## src/rtl/ats21_pkg.sv

```systemverilog
// Shared types and constants for the ATS21 two-requester arbiter.
package ats21_pkg;

  localparam int CTRL_W = 16;
  localparam int DATA_W = 24;
  localparam int STAT_W = 2;

  localparam logic [STAT_W-1:0] STAT_TIMEOUT = 2'b11;

  typedef enum logic [1:0] {
    ST_IDLE  = 2'd0,
    ST_ISSUE = 2'd1,
    ST_WAIT  = 2'd2,
    ST_RESP  = 2'd3
  } state_e;

endpackage

```

## src/rtl/ats21_rr_arb.sv

```systemverilog
// Two-way round-robin pick: with both requests pending, the requester that was
// not granted last wins; a single request is granted directly.
module ats21_rr_arb
  import ats21_pkg::*;
(
  input  logic [1:0] req_i,
  input  logic       last_i,
  output logic [1:0] gnt_o
);

  always_comb begin
    gnt_o = 2'b00;
    if (req_i == 2'b11) begin
      gnt_o = last_i ? 2'b01 : 2'b10;
    end else begin
      gnt_o = req_i;
    end
  end

endmodule

```

## src/rtl/ats21_arbiter.sv

```systemverilog
// Arbitrates two requesters onto one ATS21 port: latch the winner's control
// words, issue one strobe, wait for ready or timeout, return the result.
module ats21_arbiter
  import ats21_pkg::*;
#(
  parameter int TIMEOUT = 16
) (
  input  logic              clk,
  input  logic              rst_n,
  input  logic              r0_req_i,
  input  logic [CTRL_W-1:0] r0_ctrl_a_i,
  input  logic [CTRL_W-1:0] r0_ctrl_b_i,
  input  logic              r1_req_i,
  input  logic [CTRL_W-1:0] r1_ctrl_a_i,
  input  logic [CTRL_W-1:0] r1_ctrl_b_i,
  output logic              r0_gnt_o,
  output logic              r1_gnt_o,
  output logic              r0_done_o,
  output logic              r1_done_o,
  output logic [DATA_W-1:0] rsp_data_o,
  output logic [STAT_W-1:0] rsp_stat_o,
  output logic              ats_req_o,
  output logic [CTRL_W-1:0] ats_ctrl_a_o,
  output logic [CTRL_W-1:0] ats_ctrl_b_o,
  input  logic              ats_ready_i,
  input  logic [DATA_W-1:0] ats_data_i,
  input  logic [STAT_W-1:0] ats_stat_i,
  output logic              busy_o
);

  localparam int CNT_W = (TIMEOUT > 2) ? $clog2(TIMEOUT) : 1;
  localparam logic [CNT_W-1:0] CNT_LAST = CNT_W'(TIMEOUT - 1);

  state_e            state_q, state_d;
  logic              owner_q, owner_d;
  logic              last_q, last_d;
  logic [CNT_W-1:0]  cnt_q, cnt_d;
  logic [CTRL_W-1:0] ctrl_a_q, ctrl_a_d;
  logic [CTRL_W-1:0] ctrl_b_q, ctrl_b_d;
  logic [DATA_W-1:0] rsp_data_q, rsp_data_d;
  logic [STAT_W-1:0] rsp_stat_q, rsp_stat_d;

  logic [1:0] req_vec;
  logic [1:0] arb_gnt;
  logic [1:0] gnt_vec;
  logic [1:0] done_vec;

  assign req_vec = {r1_req_i, r0_req_i};

  ats21_rr_arb u_rr_arb (
    .req_i  (req_vec),
    .last_i (last_q),
    .gnt_o  (arb_gnt)
  );

  // last_q holds the index granted most recently; resetting it to 1 favours r0.
  always_ff @(posedge clk or negedge rst_n) begin
    if (!rst_n) begin
      state_q    <= ST_IDLE;
      owner_q    <= 1'b0;
      last_q     <= 1'b1;
      cnt_q      <= '0;
      ctrl_a_q   <= '0;
      ctrl_b_q   <= '0;
      rsp_data_q <= '0;
      rsp_stat_q <= '0;
    end else begin
      state_q    <= state_d;
      owner_q    <= owner_d;
      last_q     <= last_d;
      cnt_q      <= cnt_d;
      ctrl_a_q   <= ctrl_a_d;
      ctrl_b_q   <= ctrl_b_d;
      rsp_data_q <= rsp_data_d;
      rsp_stat_q <= rsp_stat_d;
    end
  end

  always_comb begin
    state_d    = state_q;
    owner_d    = owner_q;
    last_d     = last_q;
    cnt_d      = cnt_q;
    ctrl_a_d   = ctrl_a_q;
    ctrl_b_d   = ctrl_b_q;
    rsp_data_d = rsp_data_q;
    rsp_stat_d = rsp_stat_q;
    case (state_q)
      ST_IDLE: begin
        if (|req_vec) begin
          owner_d  = arb_gnt[1];
          ctrl_a_d = arb_gnt[1] ? r1_ctrl_a_i : r0_ctrl_a_i;
          ctrl_b_d = arb_gnt[1] ? r1_ctrl_b_i : r0_ctrl_b_i;
          state_d  = ST_ISSUE;
        end
      end
      ST_ISSUE: begin
        cnt_d   = '0;
        state_d = ST_WAIT;
      end
      ST_WAIT: begin
        // Ready is checked first so a response on the expiry edge is kept.
        if (ats_ready_i) begin
          rsp_data_d = ats_data_i;
          rsp_stat_d = ats_stat_i;
          state_d    = ST_RESP;
        end else if (cnt_q == CNT_LAST) begin
          rsp_data_d = '0;
          rsp_stat_d = STAT_TIMEOUT;
          state_d    = ST_RESP;
        end else begin
          cnt_d = cnt_q + 1'b1;
        end
      end
      ST_RESP: begin
        last_d  = owner_q;
        state_d = ST_IDLE;
      end
      default: state_d = ST_IDLE;
    endcase
  end

  for (genvar gi = 0; gi < 2; gi++) begin : g_req_out
    assign gnt_vec[gi]  = (state_q == ST_ISSUE) && (owner_q == 1'(gi));
    assign done_vec[gi] = (state_q == ST_RESP) && (owner_q == 1'(gi));
  end

  assign r0_gnt_o     = gnt_vec[0];
  assign r1_gnt_o     = gnt_vec[1];
  assign r0_done_o    = done_vec[0];
  assign r1_done_o    = done_vec[1];
  assign ats_req_o    = (state_q == ST_ISSUE);
  assign busy_o       = (state_q != ST_IDLE);
  assign ats_ctrl_a_o = ctrl_a_q;
  assign ats_ctrl_b_o = ctrl_b_q;
  assign rsp_data_o   = rsp_data_q;
  assign rsp_stat_o   = rsp_stat_q;

endmodule
```

## config.mk

```make
export PLATFORM = sky130hd
export DESIGN_NAME = ats21_arbiter
export DESIGN_NICKNAME = d
export VERILOG_FILES = /design/src/rtl/ats21_pkg.sv /design/src/rtl/ats21_rr_arb.sv /design/src/rtl/ats21_arbiter.sv
export SDC_FILE = /design/constraint.sdc
export NUM_CORES = 1
export LEC_CHECK = 0
export BUFFER_PORTS_ARGS = -buffer_cell sky130_fd_sc_hd__buf_2
export CAP_MARGIN = 20
export CORE_MARGIN = 4
export CORE_UTILIZATION = 45
export CTS_CLUSTER_DIAMETER = 150
export DETAILED_ROUTE_END_ITERATION = 16
export HOLD_SLACK_MARGIN = 0.03
export PLACE_DENSITY = 0.78
export REMOVE_ABC_BUFFERS = 1
export SLEW_MARGIN = 15
export SYNTH_ARGS = -nofsm -noshare
export SYNTH_HDL_FRONTEND = slang
export SYNTH_SLANG_ARGS = --single-unit
```

## constraint.sdc

```tcl
create_clock -name clk -period 1.99 [get_ports clk]
set_input_delay 0.199 -clock clk [delete_from_list [all_inputs] [get_ports clk]]
set_output_delay 0.199 -clock clk [all_outputs]
set_load 0.01 [all_outputs]
```

==> results of run 1 <==
-- synth_stat cells --
master / number
a21boi_2: 1
o311ai_0: 1
buf_6: 6
buf_2: 6
inv_1: 6
o21ai_4: 1
dfstp_2: 1
a2bb2oi_1: 1
nor2_8: 1
nor3_1: 1
nand3_1: 6
nor2b_1: 3
and2_1: 2
o41ai_1: 1
a21oi_1: 1
mux2i_1: 33
a21bo_2: 2
nand2_1: 37
inv_4: 1
nor2_1: 2
o22a_1: 2
o32a_1: 1
nand2b_1: 1
buf_8: 2
a32oi_2: 1
clkbuf_1: 2
a22o_2: 21
and3_4: 1
o21ai_0: 36
mux2_2: 1
dfrtp_1: 65
nand4_1: 1
ha_1: 6
a22o_1: 4
-- layer usage --
layer / global-route usage / vias to the layer above
met5: 0 / -
met4: 0.0638 / 0
met3: 0.0601 / 8
met2: 0.304 / 127
met1: 0.234 / 1167
li1: - / 1233
-- cell type report --
| type | instances | share of cell area |
|---|---|---|
| Timing Repair Buffer | 164 | 0.212 |
| Multi-Input combinational cell | 168 | 0.302 |
| Clock inverter | 6 | 0.0163 |
| Tap cell | 77 | 0.0236 |
| Inverter | 7 | 0.00706 |
| Clock buffer | 10 | 0.0338 |
| Sequential cell | 66 | 0.405 |
-- cell usage in the layout (no fill, tap or decap), types with 2 or more instances in the layout --
| master | instances |
|---|---|
| buf_2 | 158 |
| dfrtp_1 | 65 |
| nand2_1 | 37 |
| o21ai_0 | 35 |
| mux2i_1 | 33 |
| a22o_2 | 21 |
| clkbuf_8 | 10 |
| inv_1 | 6 |
| nand3_1 | 6 |
| ha_1 | 6 |
| a22o_1 | 4 |
| nor2b_1 | 3 |
| clkinvlp_4 | 3 |
| buf_4 | 3 |
| and2_1 | 2 |
| o21ai_4 | 2 |
| o22a_1 | 2 |
| a21bo_2 | 2 |
| nor2_1 | 2 |
| buf_12 | 2 |
-- power by group --
group	internal [mW]	leakage (nW)	switching, mW	total, mW
clock network	0.612	0.0945	0.506	1.12
logic	1.20	1.34	1.39	2.59
registers	1.96	0.820	0.347	2.31
total	3.77	2.25	2.24	6.02
-- worst register-to-register path, cell delays in order, from the launching register on --
cell and delay, ns:
dfrtp_1 0.42, inv_1 0.11, ha_1 0.38, inv_1 0.21, nor2_8 0.32, a22o_1 0.21
-- sequential cells by signal, summed over array words and instances, names as in the netlist --
name / flops
cnt_q: 4
ats_ctrl_b_o: 16
state_q: 2
ats_ctrl_a_o: 16
rsp_stat_o: 2
owner_q: 1
last_q: 1
rsp_data_o: 24
-- metrics by stage --
step,utilization,setup TNS (ns),setup slack [ns]
after floorplan,-,-56.51,-1.72
after global placement,0.598,0,0.379
after detailed placement,0.598,0,0.276
after CTS,0.631,0,0.267
after global routing,0.631,0,0.153
final,0.631,0,0.275
-- worst max-delay path by stage --
stage                       to  slack [ns]  depth (start not counted)
4_1_cts         rsp_data_o[22]        0.27                          5
2_1_floorplan  ats_ctrl_a_o[0]       -1.72                          2
3_3_place_gp     rsp_data_o[0]        0.38                          5
5_1_grt          rsp_data_o[4]        0.15                          5
6_report         rsp_data_o[4]        0.28                          5
3_5_place_dp    rsp_data_o[22]        0.28                          5
-- timing repair --
| action | 4_1_cts | 5_1_grt |
|---|---|---|
| buffers inserted | 0 | 0 |
| hold buffers | 1 | 0 |
| gates resized for setup | 0 | 0 |
| endpoints found under the hold margin | 18 | 0 |
-- kinds of logic after synthesis --
group / count (synthesis)
adder cells (fa/ha/maj): 6
flip-flops: 66
buffers and inverters: 23
AO/OA/AOI/OAI: 73
AND/OR/NAND/NOR: 55
multiplexers: 34
==> results.toml, run 1 <==
[run_status]
outcome = "finished, final reports clean"

[drt]
wl_per_cell_um = 14.9
wirelength_mm = 7.40
wl_met2_mm = 3.52
vias = 2535
avgViaCountPerCell = 5.09
postRouteAntennaNets = 0
m1WireLength_mm = 3.06
drc_errors = 0
drt_iter0_markers = 64
dr_wl_met3_um = 738
dr.pass1.iters = 4
highest_layer = "met4"

[hold_path]
whs_path_depth = 2
min_delay_worst_endpoint = "rsp_data_o[0]"
hp-class = "input pin to register"
hold_path_startpoint = "ats_data_i[0]"

[clock_tree]
ctsLongestPathBuffers = 2
cts_root_buf = "clkbuf_8"
clk_latency_ns = 0.33
cts.sinks = 66
cts.clk_slew.worst_paths_ns = 0.07
cts_made_buffers = 9
cts_max_level = 3
cts_tree = "yes"

[global_route]
overflow = 0
grt_usage = 0.187
grt_max_degree = 53
grt_pass1_vias = 2609
grt_pass1_wl_mm = 12.4
antenna_found_initial = 0

[synth]
synth_cell_types = 34
synth_top_family_by_area = "compound AO/OA/AOI/OAI gates"
synthTopCellsByArea = "dfrtp_1, mux2i_1, a22o_2, o21ai_0, nand2_1"
synth-compound-area-share = 0.180
yosysTopAreaCell = "dfrtp_1"
netlist_area_sq_mm = 0.00304
synth-xor-area-share = 0
yosys_warnings = 0
synth_fa_ha_area_frac = 0.0247
synth_cells = 257
synthDominantCellAreaShare = 0.535
ys_ff_latch = 66
muxShareOfSynthArea = 0.112
ys_seq_area_frac = 0.544
synth_area_per_cell_sq_um = 11.8
synth-simple-area-share = 0.0844

[run]
maxCapViolations = 0

[placement]
place.port_buffers = 158
post-dp-hpwl_mm = 5.66
post_dp_cell_area_sq_mm = 0.00386
gp_congestion = 0.857
place_inst = 481

[timing]
period_share = 0.862
tightest_slew_ns = 0.467
relSlewSlack = 0.689
hold_ws_ns = 0.0930
setup_violations = 0
post-route-min-period_ns = 1.71
clock_skew_ns = 0.00454
fmax_ghz = 0.583
maxSlewViolCount = 0
rsz0062_at_grt = "false"
hold_viol_final = 0

[cells_and_area]
stdcell_count = 498
fillers = 552
fin_area_sq_mm = 0.00408
finalNetCount = 517
drive_above_1_share = 0.501
area_growth_pct = 34.2
regArea_sq_mm = 0.00165
antenna_cells = 0
multi_input_area_sq_mm = 0.00123

[worst_setup_path]
required_ns = 2.25
crit_path_max_incr_delay_ns = 0.42
r2r-start = "state_q[0]"
cp_max_fo = 24
cp_top_family = "flip-flops"
reg2regPathDepth = 5
critPathLaunch = "state_q[0]"
critPathBufInv = 2
arrival_ns = 1.98
end_kind = "register"
crit_chain = "inv_1 -> ha_1 -> inv_1 -> nor2_8 -> a22o_1"
critical_path_class = "register to register"
cpMostUsedCell = "inv_1"
ff2ff_setup_slack_ns = 0.28
startpoint_type = "register"
timing.rr.end = "rsp_data_o[4]"
critical-path-slowest-cell = "dfrtp_1"

[floorplanning]
die_y_um = 90.2
die_w_um = 90.2
die_area_sq_mm = 0.00813
pin_count = 159
initial_core_util = 0.470
coreArea_sq_mm = 0.00646
rows = 29

[pwr]
power.density_mw_per_mm2 = 1480
worst_ir_drop_vdd_mv = 0.667
p_leak_nw = 2.25
finalPower_mw = 6.02
(Power assumes the default switching activity.)
==> run 2: changes to the inputs <==
- CELL_PAD_IN_SITES_DETAIL_PLACEMENT: not set -> 1
- CELL_PAD_IN_SITES_GLOBAL_PLACEMENT: not set -> 2
- CORE_UTILIZATION: 45 -> 27
- PLACE_DENSITY: 0.78 -> 0.79
==> run 2 against run 1 <==
Clock power grew 63%. Register-to-register slack improved by 0.02 ns. Global-route usage down 5.5 points. First-iteration DRC count grew 83%. Fmax up 1.4%. Sequential share of layout area down 2.2 points. Critical endpoint is now rsp_data_o[18]. Power increased by 12%. Critical path depth decreased by 1. Via count increased by 0.47%. Setup slack improved by 0.023 ns. Flip-flop and latch count unchanged. Non-clock buffer count is 1 lower.
==> results.toml, run 2 (same netlist as run 1, synthesis figures left out) <==
[placement]
place.port_buffers = 158
post-dp-hpwl_mm = 6.19
gp_congestion = 0.750

[clock_tree]
cts_tree = "yes"
clk_latency_ns = 0.32
cts_max_level = 3
cts_root_buf = "clkbuf_16"
cts.clk_slew.worst_paths_ns = 0.06
cts_resized = 0
cts.sinks = 66
ctsLongestPathBuffers = 2
cts_made_buffers = 9

[timing]
fmax_ghz = 0.591
relSlewSlack = 0.595
clock_skew_ns = 0.00713
setup_violations = 0
tightest_slew_ns = 0.605
hold_viol_final = 0
tns_ns = 0
post-route-min-period_ns = 1.69
rsz0062_at_grt = "false"
maxSlewViolCount = 0
period_share = 0.850
hold_ws_ns = 0.107

[floorplanning]
initial_core_util = 0.278
die_area_sq_mm = 0.0130
die_w_um = 114
die_y_um = 114
coreArea_sq_mm = 0.0109
rows = 38
pin_count = 159

[worst_setup_path]
critPathBufInv = 0
startpoint_type = "register"
critical_path_class = "register to register"
crit_chain = "ha_1 -> and3_4 -> o21ai_4 -> a22o_2"
arrival_ns = 1.95
end_kind = "register"
required_ns = 2.24
cp_top_family = "compound AO/OA/AOI/OAI gates"
cp_max_fo = 24
crit_path_max_incr_delay_ns = 0.49
critical-path-slowest-cell = "o21ai_4"

[drt]
wirelength_mm = 8.36
postRouteAntennaNets = 0
drt_iter0_markers = 117
drc_errors = 0
wl_per_cell_um = 14.9
vias = 2547
avgViaCountPerCell = 4.55
dr.pass1.iters = 4

[hold_path]
hp-class = "input pin to register"

[cells_and_area]
multi_input_area_sq_mm = 0.00123
largest_reg_flops = 24
layout_commonest_cell = "buf_2"
mostFrequentLayoutCells = "buf_2, dfrtp_1, nand2_1"
fillers = 1260
area_growth_pct = 41.8
antenna_cells = 0
drive_above_1_share = 0.500
finalNetCount = 516
regArea_sq_mm = 0.00165

[global_route]
grt_max_degree = 67
grt_usage = 0.132
grt_pass1_vias = 2779
overflow = 0
antenna_found_initial = 0
grt_pass1_wl_mm = 13.8

[pwr]
worst_ir_drop_vdd_mv = 0.478
p_leak_nw = 2.33
finalPower_mw = 6.76
power.density_mw_per_mm2 = 1570

[run_status]
outcome = "finished, final reports clean"

[run]
maxCapViolations = 0
==> run 2: metal layers <==
| metal | track usage | share of wire | wire length, um |
|---|---|---|---|
| met2 | 0.210 | 0.47 | 3940 |
| met1 | 0.164 | 0.42 | 3490 |
| met3 | 0.0539 | 0.10 | 837 |
| met5 | 0 | 0 | 0 |
| met4 | 0.0388 | 0.011 | 93 |
==> run 2: path summary, 6_finish.rpt <==
check	start	to	slack, ns	cells past startpoint
hold reg to reg	ats_ctrl_a_o[14]	ats_ctrl_a_o[14]	0.47	2
max in group asynchronous	rst_n	rsp_data_o[16]	1.24	3
setup reg to reg	cnt_q[0]	rsp_data_o[18]	0.30	4
setup / recovery	cnt_q[0]	rsp_data_o[18]	0.30	4
hold / removal	ats_data_i[14]	rsp_data_o[14]	0.11	2
min in group asynchronous	rst_n	rsp_data_o[14]	0.40	3
==> run 2: where the power goes <==
part / switching, mW / internal, mW
sequential: 0.326 / 1.97
clock: 0.596 / 1.23
combinational: 1.43 / 1.20
==> run 2: layout make-up <==
| class | instances | area share |
|---|---|---|
| Sequential cell | 66 | 0.384 |
| Timing Repair Buffer | 163 | 0.202 |
| Clock inverter | 7 | 0.0290 |
| Tap cell | 140 | 0.0407 |
| Inverter | 7 | 0.00668 |
| Clock buffer | 9 | 0.0523 |
| Multi-Input combinational cell | 168 | 0.286 |
==> run 2: repair_timing <==
action | in CTS | in global routing
hold buffers | 1 | 0
buffers inserted | 0 | 0
endpoints found under the hold margin | 65 | 0
==> run 2: metrics by stage <==
stage | utilization | area, sq um | setup slack, ns | cells
4_1_cts | 0.394 | 4310 | 0.272 | 560
3_3_place_gp | 0.361 | 3950 | 0.376 | 543
6_report | 0.394 | 4310 | 0.299 | 560
2_1_floorplan | - | 2900 | -1.72 | 241
3_5_place_dp | 0.361 | 3950 | 0.296 | 543
5_1_grt | 0.394 | 4310 | 0.186 | 560
==> run 3: changes to the inputs <==
- ABC_AREA: not set -> 1
- CORE_UTILIZATION: 27 -> 22
- PLACE_DENSITY: 0.79 -> 0.75
- clock period: 1.99 -> 1.48 ns (I/O delays scaled with it)
==> run 3 against run 2 <==
Global-route usage is 1.0 points higher. Area after synthesis rose by 5.6%. Combinational power is 63% higher. Sequential power increased by 35%. Clock skew is 0.0016 ns lower. Power up 40%. Clock power up 12%. Flip-flop and latch count unchanged. Non-clock buffer count grew 37. Final area increased by 14%. Critical path depth rose by 1. Critical endpoint is now r1_done_o. Largest power group unchanged.
==> results.toml, run 3 <==
[pwr]
worst_ir_drop_vdd_mv = 0.531
power_frac_comb = 0.454
p_seq_frac = 0.329
switching_share = 0.390
power.switching_mw = 3.68
power.density_mw_per_mm2 = 1920
p_leak_nw = 2.83
p_int_mw = 5.76
clock_power_share = 0.218

[synth]
synth_top_flop_cell = "dfrtp_1"
synth_most_common_cell = "nand2_1"
synth_edf_count = 0
ys_async_sr_fraction = 1.00
synthDominantCellAreaShare = 0.507
ys_seq_area_frac = 0.515
synth_cell_types = 20
yosysTopAreaCell = "dfrtp_1"
synth_area_per_cell_sq_um = 7.60
synthTopCellsByArea = "dfrtp_1, nand2_1, nand3_1, ha_1, buf_2"
synth_cells = 422
yosys_warnings = 0
netlist_area_sq_mm = 0.00321
ys_ff_latch = 66
synthTopCellsByCount = "nand2_1, dfrtp_1, nand3_1"

[global_route]
grt_pass1_vias = 3819
overflow = 0
grt_usage = 0.142
grt_pass1_wl_mm = 18.6
grt_max_degree = 57
antenna_found_initial = 0

[placement]
post_dp_cell_area_sq_mm = 0.00427
place.port_buffers = 158
gp_congestion = 0.768
place_inst = 755
post-dp-hpwl_mm = 8.62

[worst_setup_path]
cp_max_fo = 4
critPathLaunch = "state_q[1]"
critical_path_class = "register to output port"
arrival_ns = 1.26
end_kind = "output port"
startpoint_type = "register"
r2r-start = "state_q[0]"
required_ns = 1.33

[cells_and_area]
drive_above_1_share = 0.341
stdcell_count = 796
mostFrequentLayoutCells = "nand2_1, buf_2, dfrtp_1"
area_growth_pct = 53.2
largest_reg_flops = 24
fin_area_sq_mm = 0.00491
layout_commonest_cell = "nand2_1"
finalNetCount = 712
antenna_cells = 0

[timing]
clock_skew_ns = 0.00557
post-route-min-period_ns = 1.41
period_share = 0.953
tns_ns = 0
relSlewSlack = 0.781
hold_viol_final = 0
maxSlewViolCount = 0
fmax_ghz = 0.709
tightest_slew_ns = 0.328
setup_violations = 0
hold_ws_ns = 0.0419

[drt]
avgViaCountPerCell = 4.34
highest_layer = "met4"
dr_wl_met3_um = 384
m1WireLength_mm = 4.82
wl_per_cell_um = 15.0
dr.pass1.iters = 4
drc_errors = 0
wl_met2_mm = 6.32
postRouteAntennaNets = 0
vias = 3458
wirelength_mm = 11.9
drt_iter0_markers = 91

[floorplanning]
die_area_sq_mm = 0.0166
rows = 43
pin_count = 159
die_w_um = 129
die_y_um = 129
initial_core_util = 0.227
coreArea_sq_mm = 0.0141

[clock_tree]
cts_tree = "yes"
cts.clk_slew.worst_paths_ns = 0.05
cts_max_level = 3
cts.sinks = 66
cts_made_buffers = 9
clk_latency_ns = 0.33
cts_root_buf = "clkbuf_16"
ctsLongestPathBuffers = 2

[run_status]
outcome = "finished, final reports clean"

[hold_path]
hold_path_startpoint = "ats_data_i[1]"
hp-class = "input pin to register"

[run]
maxCapViolations = 0
run 3: changes by cell type in the layout (fill, tap and decap cells not counted), sizes merged, moves of 3 or more:
cell	previous run	this run
nand2	37	232
nand3	6	63
mux2i	33	0
o21ai	37	5
a22o	25	0
dlygate4sd3	1	20
buf	162	178
clkbuf	9	15
inv	8	13
nor2	3	8
nor2b	3	0
run 3: stage by stage:
step	util	power, mW	setup slack [ns]
CTS	0.338	9.21	0.00415
detailed placement	0.303	7.05	-0.0660
global route	0.348	10.3	-0.0122
global placement	0.303	6.89	-0.00797
floorplan	-	5.07	-0.507
finish	0.348	9.44	0.0690
run 3: kinds of logic after synthesis:
kind of cell | count (synthesis) | share of synthesized area
AND/OR/NAND/NOR | 309 | 0.394
flip-flops | 66 | 0.515
buffers and inverters | 35 | 0.0546
AO/OA/AOI/OAI | 6 | 0.0129
adder cells (fa/ha/maj) | 6 | 0.0234
run 3: layout make-up:
type,count,area (sq um)
Multi-Input combinational cell,321,1420
Sequential cell,66,1650
Clock buffer,13,240
Tap cell,180,225
Inverter,13,53.8
Timing Repair Buffer,200,1280
Fill cell,1778,9180
Clock inverter,3,40.0
run 3: power groups by stage:
stage | combinational [mW] | clock (mW) | sequential (mW)
floorplan | 1.64 | 0 | 3.44
finish | 4.28 | 2.05 | 3.10
CTS | 3.99 | 2.12 | 3.11
global route | 4.83 | 2.23 | 3.21
global placement | 3.78 | 0 | 3.11
detailed placement | 3.92 | 0 | 3.12
run 3: path summary, 6_finish.rpt:
| kind | endpoint | slack [ns] | cells past startpoint |
|---|---|---|---|
| min in group asynchronous | ats_ctrl_b_o[2] | 0.23 | 2 |
| max reg2reg | ats_ctrl_b_o[7] | 0.11 | 8 |
| max | r1_done_o | 0.07 | 5 |
| min | rsp_data_o[1] | 0.04 | 3 |
| min reg2reg | last_q | 0.46 | 2 |
| max in group asynchronous | ats_ctrl_b_o[13] | 0.64 | 3 |
run 3: worst max-delay path, stage by stage (launching register included):
cell	delay, ns
dfrtp_1	0.38
buf_4	0.16
ha_4	0.16
nand2_2	0.07
inv_1	0.04
buf_2	0.13
run 3: what timing repair did:
item	CTS	global route
setup endpoints to repair	33	64
hold buffers	20	0
setup buffers	0	2
resized for setup	2	18
endpoints found under the hold margin	29	0
cloned	0	3
pin swaps	0	0
run 3: per-layer routing:
metal | vias up | GRT usage
li1 | 1701 | -
met1 | 1661 | 0.162
met2 | 70 | 0.258
met3 | 26 | 0.0245
met4 | 0 | 0.0642
met5 | - | 0
